--- config.mk ---
export PLATFORM = sky130hd
export DESIGN_NAME = seg_scan_ctrl
export DESIGN_NICKNAME = d
export VERILOG_FILES = /design/src/rtl/seg_pkg.sv /design/src/rtl/seg_decode.sv /design/src/rtl/seg_scan_ctrl.sv
export SDC_FILE = /design/constraint.sdc
export NUM_CORES = 1
export LEC_CHECK = 0
export ABC_AREA = 1
export ABC_CLOCK_PERIOD_IN_PS = 2900
export CAP_MARGIN = 10
export CORE_MARGIN = 2
export CORE_UTILIZATION = 54
export CTS_CLUSTER_SIZE = 24
export DETAILED_ROUTE_END_ITERATION = 6
export GPL_ROUTABILITY_DRIVEN = 0
export PLACE_DENSITY = 0.75
export REMOVE_ABC_BUFFERS = 1
export SLEW_MARGIN = 25
export SYNTH_ARGS = -nofsm -noshare
export SYNTH_HDL_FRONTEND = slang
export SYNTH_SLANG_ARGS = --single-unit
--- constraint.sdc ---
create_clock -name clk -period 2.9 [get_ports clk]
set_clock_uncertainty 0.15 [all_clocks]
set_input_delay 0.87 -clock clk [delete_from_list [all_inputs] [get_ports clk]]
set_output_delay 0.87 -clock clk [all_outputs]
set_load 0.005 [all_outputs]
--- src/rtl/seg_pkg.sv ---
// Shared types and constants for the multiplexed 7-segment scan controller.
// Entry layout is {blank, dp, hex[3:0]}; segment codes are active-low g..a.
package seg_pkg;

  typedef struct packed {
    logic       blank;
    logic       dp;
    logic [3:0] hex;
  } entry_t;

  typedef enum logic {
    S_BLANK = 1'b0,
    S_SHOW  = 1'b1
  } state_t;

  // Index 15 first, so SEG_CODE[h] is the pattern for hex digit h.
  localparam logic [15:0][6:0] SEG_CODE = {
    7'h0E, 7'h06, 7'h21, 7'h46,
    7'h03, 7'h08, 7'h18, 7'h00,
    7'h78, 7'h02, 7'h12, 7'h19,
    7'h30, 7'h24, 7'h79, 7'h40
  };

  localparam entry_t     BLANK_ENTRY = 6'b100000;
  localparam logic [7:0] SEG_OFF     = 8'hFF;

  function automatic logic [7:0] seg_of(entry_t e);
    logic [7:0] v;
    v = SEG_OFF;
    if (!e.blank) begin
      v = {~e.dp, SEG_CODE[e.hex]};
    end
    return v;
  endfunction

endpackage

--- src/rtl/seg_decode.sv ---
// Combinational entry -> active-low segment byte (bit7 = dp).
// Shared with the future dot-array path.
module seg_decode
  import seg_pkg::*;
(
  input  logic [5:0] i_entry,
  output logic [7:0] o_seg
);

  entry_t w_entry;

  assign w_entry = entry_t'(i_entry);
  assign o_seg   = seg_of(w_entry);

endmodule

--- src/rtl/seg_scan_ctrl.sv ---
// 8-digit scan controller with shadow/active buffers and tear-free commit.
// Optional SEG_DIM_EN adds a 3-bit brightness input that trims SHOW drive.
module seg_scan_ctrl
  import seg_pkg::*;
#(
  parameter int N_DIGITS = 8,
  parameter int DWELL    = 8192,
  parameter int BLANK    = 256
)(
`ifdef SEG_DIM_EN
  input  logic [2:0] bright,
`endif
  input  logic       clk,
  input  logic       rst,
  input  logic       wr_valid,
  output logic       wr_ready,
  input  logic [2:0] wr_addr,
  input  logic [5:0] wr_data,
  input  logic       commit,
  output logic [7:0] dataout,
  output logic [2:0] U2_138,
  output logic       U2_138_select,
  output logic       U3_138_select,
  output logic       frame_tick
);

  localparam int CMAX = (DWELL > BLANK) ? DWELL : BLANK;
  localparam int CW   = (CMAX > 1) ? $clog2(CMAX) : 1;

  localparam logic [CW-1:0] DWELL_LAST = CW'(DWELL - 1);
  localparam logic [CW-1:0] BLANK_LAST = CW'(BLANK - 1);
  localparam logic [2:0]    DIG_LAST   = 3'(N_DIGITS - 1);

  state_t          r_state;
  state_t          w_state_nxt;
  logic [2:0]      r_digit;
  logic [2:0]      w_digit_nxt;
  logic [CW-1:0]   r_cnt;
  logic [CW-1:0]   w_cnt_nxt;

  logic            r_pending;
  entry_t          r_shadow [8];
  entry_t          r_active [8];

  logic [7:0]      r_dataout;
  logic [2:0]      r_u2;
  logic            r_sel;
  logic            r_tick;

  logic            w_wr_fire;
  logic            w_cm_fire;
  logic            w_addr_ok;
  logic            w_frame_end;
  logic            w_tick_nxt;
  logic            w_drive;
  logic [7:0]      w_seg;

`ifdef SEG_DIM_EN
  logic [2:0]      r_bright;
  logic [2:0]      w_bright_nxt;
  int              w_on_cycles;
`endif

  assign w_addr_ok = {1'b0, wr_addr} < 4'(N_DIGITS);
  assign w_wr_fire = wr_valid & ~r_pending;
  assign w_cm_fire = commit & ~r_pending;

  assign w_frame_end = (r_state == S_SHOW)
                    && (r_digit == DIG_LAST)
                    && (r_cnt == DWELL_LAST);

  always_comb begin
    w_state_nxt = r_state;
    w_digit_nxt = r_digit;
    w_cnt_nxt   = r_cnt + 1'b1;
`ifdef SEG_DIM_EN
    w_bright_nxt = r_bright;
`endif
    unique case (r_state)
      S_BLANK: begin
        if (r_cnt == BLANK_LAST) begin
          w_state_nxt = S_SHOW;
          w_cnt_nxt   = '0;
`ifdef SEG_DIM_EN
          w_bright_nxt = bright;
`endif
        end
      end
      S_SHOW: begin
        if (r_cnt == DWELL_LAST) begin
          w_state_nxt = S_BLANK;
          w_cnt_nxt   = '0;
          w_digit_nxt = (r_digit == DIG_LAST) ? 3'd0
                                              : r_digit + 3'd1;
        end
      end
    endcase
  end

  always_ff @(posedge clk) begin
    if (rst) begin
      r_state <= S_BLANK;
      r_digit <= 3'd0;
      r_cnt   <= '0;
    end else begin
      r_state <= w_state_nxt;
      r_digit <= w_digit_nxt;
      r_cnt   <= w_cnt_nxt;
    end
  end

`ifdef SEG_DIM_EN
  always_ff @(posedge clk) begin
    if (rst) begin
      r_bright <= 3'd7;
    end else begin
      r_bright <= w_bright_nxt;
    end
  end

  always_comb begin
    w_on_cycles = ((int'(w_bright_nxt) + 1) * DWELL) / 8;
  end

  assign w_drive = (w_state_nxt == S_SHOW)
                && (int'(w_cnt_nxt) < w_on_cycles);
`else
  assign w_drive = (w_state_nxt == S_SHOW);
`endif

  // Copy happens on the frame's last SHOW cycle; writes are frozen while pending.
  always_ff @(posedge clk) begin
    if (rst) begin
      r_pending <= 1'b0;
      for (int i = 0; i < 8; i++) begin
        r_shadow[i] <= BLANK_ENTRY;
        r_active[i] <= BLANK_ENTRY;
      end
    end else begin
      if (w_wr_fire && w_addr_ok) begin
        r_shadow[wr_addr] <= entry_t'(wr_data);
      end
      if (w_frame_end && r_pending) begin
        r_pending <= 1'b0;
        for (int i = 0; i < 8; i++) begin
          r_active[i] <= r_shadow[i];
        end
      end else if (w_cm_fire) begin
        r_pending <= 1'b1;
      end
    end
  end

  seg_decode u_dec (
    .i_entry (r_active[w_digit_nxt]),
    .o_seg   (w_seg)
  );

  assign w_tick_nxt = (w_state_nxt == S_SHOW)
                   && (w_digit_nxt == DIG_LAST)
                   && (w_cnt_nxt == DWELL_LAST);

  // Outputs are built from the next state so pins change exactly with the FSM.
  always_ff @(posedge clk) begin
    if (rst) begin
      r_dataout <= SEG_OFF;
      r_u2      <= 3'd0;
      r_sel     <= 1'b0;
      r_tick    <= 1'b0;
    end else begin
      r_dataout <= w_drive ? w_seg : SEG_OFF;
      r_u2      <= w_digit_nxt;
      r_sel     <= w_drive;
      r_tick    <= w_tick_nxt;
    end
  end

  assign dataout       = r_dataout;
  assign U2_138        = r_u2;
  assign U2_138_select = r_sel;
  assign U3_138_select = 1'b0;
  assign frame_tick    = r_tick;
  assign wr_ready      = ~r_pending;

endmodule

# Yosys cells after proc, flatten, opt, wreduce, memory -nomap -nowiden
# Memory sizes are Yosys's and may differ from the RTL's. A register that Yosys moved wholly into a read port is not among the register bits.
# Index checks and enable logic that the tools add are counted.
[totals]
reg_bits = 27
latch_bits = 0
ramBits = 96
romBits = 112
out_inout_bits = 15
n_memories = 3
[op_classes]
addsub = 2
multipliers = 0
div_mod_pow = 0
n_lt_le_gt_ge = 1
eq_ne = 5
n_shift = 0
n_mux = 29
bitwise = 14
n_reduce_logical = 8
[memory_table]
columns = ["memory", "depth", "word_bits", "read_ports", "rd_ports_with_merged_regs", "write_ports", "line_no", "text"]
rows = [
  ["(no name shown)", 16, 7, 1, 1, 0, "seg_pkg.sv:31", "v = {~e.dp, SEG_CODE[e.hex]};"],
  ["r_active", 8, 6, 1, 0, 8, "seg_scan_ctrl.sv:43", "entry_t r_active [8];"],
  ["r_shadow", 8, 6, 8, 0, 8, "seg_scan_ctrl.sv:42", "entry_t r_shadow [8];"],
]
[ops]
columns = ["operator", "n"]
rows = [
  ["$mux 6", 9],
  ["$eq 13x13->1 const B", 2],
  ["$mux 13", 2],
  ["$pmux 13 s2", 1],
  ["$add 13x1->13 const B", 1],
  ["$eq 13x8->1 const B", 1],
  ["$mux 3", 4],
  ["$mux 1", 11],
  ["$or 1x1->1", 8],
  ["$mux 7", 1],
  ["$eq 3x3->1 const B", 2],
  ["$reduce_or 6->1", 1],
  ["$logic_and 1x1->1", 5],
  ["$lt 4x5->1 const B", 1],
  ["$not 1->1", 4],
  ["$add 3x1->3 const B", 1],
  ["$reduce_or 3->1", 1],
  ["$and 1x1->1", 2],
  ["$pmux 1 s2", 1],
  ["$reduce_or 2->1", 1],
]

# Longest topological paths before layout
[depth]
word_depth = 8
depth_mapped = 21
ltp_nobuf = 19

# Cells and area by module
# From an unflattened synthesis, not the netlist that was laid out.
[hier_totals]
cells_unflattened = 658
hier_area_um2 = 5850.6
[modules_own_cells]
columns = ["module", "instances", "cells_each", "area_per_inst_um2"]
rows = [
  ["seg_scan_ctrl", 1, 605, 5559.1],
  ["seg_decode", 1, 53, 291.5],
]

# Worst setup path after synthesis
# No wires, ideal clock.
[synth_timing]
path_type = "in2reg"
startpoint = "input port rst"
endpoint = "memory r_active[0][0] (netlist bit), enable pin"
setup_time_ps = 407
arrival_time_ps = 2426
required_time_ps = 2343
setup_slack_ps = -83
stages = 4
cell_sequence = "clkbuf_1 > inv_1 > clkbuf_1 > nand2_1"
[synth_rtl]
columns = ["item", "line_no", "text"]
rows = [
  ["from (decl)", "seg_scan_ctrl.sv:14", "input logic rst,"],
  ["to (decl)", "seg_scan_ctrl.sv:43", ""],
]

# Worst setup path in the final report
[layout_timing]
startpoint = "register r_cnt[0]"
endpoint = "register r_dataout[0] (netlist: dataout[0])"
[layout_between]
elab_chain_len = 5
word_cells_on_any_way = 10
cone_classes = "eq/ne (2); mux (5); bitwise (1); reduce/logical (1); memory (1)"
[layout_rtl]
columns = ["item", "line_no", "text"]
rows = [
  ["from (decl)", "seg_scan_ctrl.sv:38", "logic [CW-1:0] r_cnt;"],
  ["from (signal assigned)", "seg_scan_ctrl.sv:108", "r_cnt <= w_cnt_nxt;"],
  ["$eq 13x13->1 / $eq 13x8->1 (equally long branches)", "seg_scan_ctrl.sv:90, seg_scan_ctrl.sv:81", ""],
  ["$mux 3 (tied with other cells)", "seg_scan_ctrl.sv:90", "if (r_cnt == DWELL_LAST) begin"],
  ["$mux 3 / $pmux 1 s2 (equally long branches)", "seg_scan_ctrl.sv:79", "unique case (r_state)"],
  ["$mem_v2 8x6 / $not 1->1 (equally long branches)", "-", ""],
  ["$reduce_or 3->1 (no source line)", "-", ""],
  ["to (decl)", "seg_scan_ctrl.sv:45", "logic [7:0] r_dataout;"],
]
# Parallel ways exist; a longest one is shown, timed or not.
# A chain may end at the register's enable or synchronous reset.

==> out/metrics.cfg <==
[synth]
ys.warnings.count = 0
synth_enable_flop_cells = 96
synth_top_family_by_area = simple AND/OR/NAND/NOR gates
syn_inst = 588
yosys.area_share.xor_xnor_pct = 0.9392
syn_avg_cell_area_sq_um = 9.516
synth_area_sq_mm = 0.005595
synthMuxAreaShare_pct = 0
async_reset_ff_share_pct = 0
synth.yosys.seq_area_share_pct = 61.18
synth_most_common_cell = nor2_1
synth-main-ff-cell = edfxtp_1
synth_cell_types = 39
synth_top_area_share_pct = 51.52
yosysTopAreaCell = edfxtp_1
synth.top_cells.by_count = nor2_1, nand2_1, edfxtp_1, inv_1, nand3_1
synth_compound_area_share_pct = 1.789
yosys.area_share.simple_pct = 26.52
synth_fa_ha_area_share_pct = 2.013
ys_ff_latch = 123
synthTopCellsByArea = edfxtp_1, dfxtp_1, nor2_1

[finish]
num-nets-final = 659
multi_input_area_sq_mm = 0.001828
fillCellCount = 761
n_antenna_cell = 0
seq_area_sq_mm = 0.003425
area_growth_pct = 20.55
fin_util_pct = 66.23
finalInstanceArea_sq_mm = 0.006745
drive_above_1_share_pct = 15.25
instances_no_fill = 785

[global_routing]
grt_start_max_net_pins = 49
grt_overflow = 0
antenna_found_initial = 0
grt_first_pass_wirelength_mm = 18.42
grt.total_usage_pct = 21.42
grt_pass1_vias = 3867

[sta]
hold_slack_ns = 0.2968
period_minus_slack_ns = 2.790
setup_viol = 0
maxSlewViolCount = 0
fin_tns_setup_ns = 0
period_share_pct = 96.21
fmax_ghz = 0.3584
fin_ws_ns = 0.1099
hold_violations = 0

[detailed_routing]
via_count = 4005
ant_nets = 0
drt-pass1-iter-count = 4
wl_mm = 11.36
drtIter0Drc = 332
drc = 0
via_per_inst = 5.102
wire_per_inst_microns = 14.47

[clock_tree]
cts_max_path_buffers = 2
clkLatencyLatePin_ns = 0.53
clk_pin_slew_ns = 0.06
cts_buffers = 17
cts_max_level = 4
cts_root_buf = clkbuf_8
hold_buffers = 0
clock_sinks = 123
cts_tree = yes

[die]
die_area_sq_mm = 0.01119
die_w_microns = 105.8
ios = 28
die_h_microns = 105.8
placementRows = 37
initial_core_util_pct = 54.94
core-area_sq_mm = 0.01018

[placed_design]
place_ws_ns = -0.002754
dp_hpwl_mm = 7.598
dpl.cell_count = 745
placed_cell_area_sq_mm = 0.006016
numPortBuffers = 26

[setup_path]
crit_slowest_cell = dfxtp_2
crit_family = simple AND/OR/NAND/NOR gates
crit_path_end_kind = register
critical_path.startpoint_type = register
critPathRequiredTime_ns = 3.16
path_buf_inv = 2
crit_fanout = 6
cp_slowest_stage_delay_ns = 0.34
crit_type = reg2reg
arrival_ns = 3.05
path_cells = ha_2 -> nand2_1 -> nor2_2 -> nand2_2 -> inv_4 -> nand3_4 -> nand2_4 -> nand2_4 -> or2_0 -> o211ai_1 -> nand3_1 -> nand2_2 -> inv_1 -> ha_2 -> nand3_1 -> nand2_1 -> nand2_1 -> nand3_1

[pwr]
finalPower_mw = 4.181
ir_drop_mv = 0.3465
power_density_mw_per_mm2 = 619.8
leakagePower_nw = 2.687

[run]
maxCapViolations = 0

[worst_hold_path]
min_path_type = reg2reg

[outcome]
outcome = finished clean

-- repair_timing --
item	CTS	global route
gates resized for setup	3	15
pin swaps	0	7
setup endpoints to repair	3	7
endpoints found under the hold margin	0	0
buffers inserted	0	9
-- worst paths after layout --
| kind | depth (start not counted) | endpoint | startpoint | slack (ns) |
|---|---|---|---|---|
| min | 1 | r_cnt[0]$_SDFF_PP0_ | r_cnt[0]$_SDFF_PP0_ | 0.30 |
| max reg2reg | 18 | dataout[0]$_SDFF_PP1_ | r_cnt[0]$_SDFF_PP0_ | 0.11 |
| min reg2reg | 1 | r_cnt[0]$_SDFF_PP0_ | r_cnt[0]$_SDFF_PP0_ | 0.30 |
| max | 18 | dataout[0]$_SDFF_PP1_ | r_cnt[0]$_SDFF_PP0_ | 0.11 |
-- cell type report --
class / count / share of cell area (%)
clock buffer: 17 / 6.140
clock inverter: 14 / 2.374
inverter: 84 / 4.749
multi-input combinational: 366 / 27.10
sequential: 123 / 50.77
tap: 136 / 2.523
timing repair buffer: 45 / 6.344
-- kinds of logic after synthesis --
group	Yosys count
and+or+nand+nor	337
DFF	123
buffers and inverters	99
AOI/OAI and AO/OA	13
adders and majority gates	9
xor gates and xnor gates	6
other	1
-- layer usage --
metal  share of wire, %  wire length, microns  up-vias  track usage [%]
li1                   -                     -     1981                -
met5                  0                     0        -                0
met3                4.6                   527       27            5.071
met4                2.2                   252        0            8.083
met1                 42                  4725     1865            26.08
met2                 52                  5854      132            37.00
-- state kept, by name, summed over array words and instances, names as in the netlist --
name / flops
U2_138: 3
U2_138_select: 1
dataout: 8
frame_tick: 1
r_active: 48
r_cnt: 13
r_pending: 1
r_shadow: 48
-- power by group --
group / leakage (nW) / switching (mW) / internal (mW) / total, mW
Clock: 0.274 / 0.822 / 1.24 / 2.06
Combinational: 1.25 / 0.101 / 0.0513 / 0.153
Sequential: 1.16 / 0.0202 / 1.95 / 1.97
Total: 2.69 / 0.944 / 3.24 / 4.18
-- placed cells by master, fill, tap and decap left out, drive strengths merged, types with 2 or more instances in the layout --
cell type / count
nand2: 129
nor2: 127
edfxtp: 96
inv: 90
nand3: 57
dfxtp: 27
clkdlybuf4s50: 26
buf: 19
clkbuf: 17
or2: 10
ha: 9
o21ai: 6
nor3: 5
xor2: 4
nor4: 4
nand4: 3
clkinvlp: 3
o211ai: 3
clkinv: 3
xnor2: 2
nand3b: 2
a21oi: 2
bufinv: 2
No activity file was read; power rests on OpenSTA's default activity.
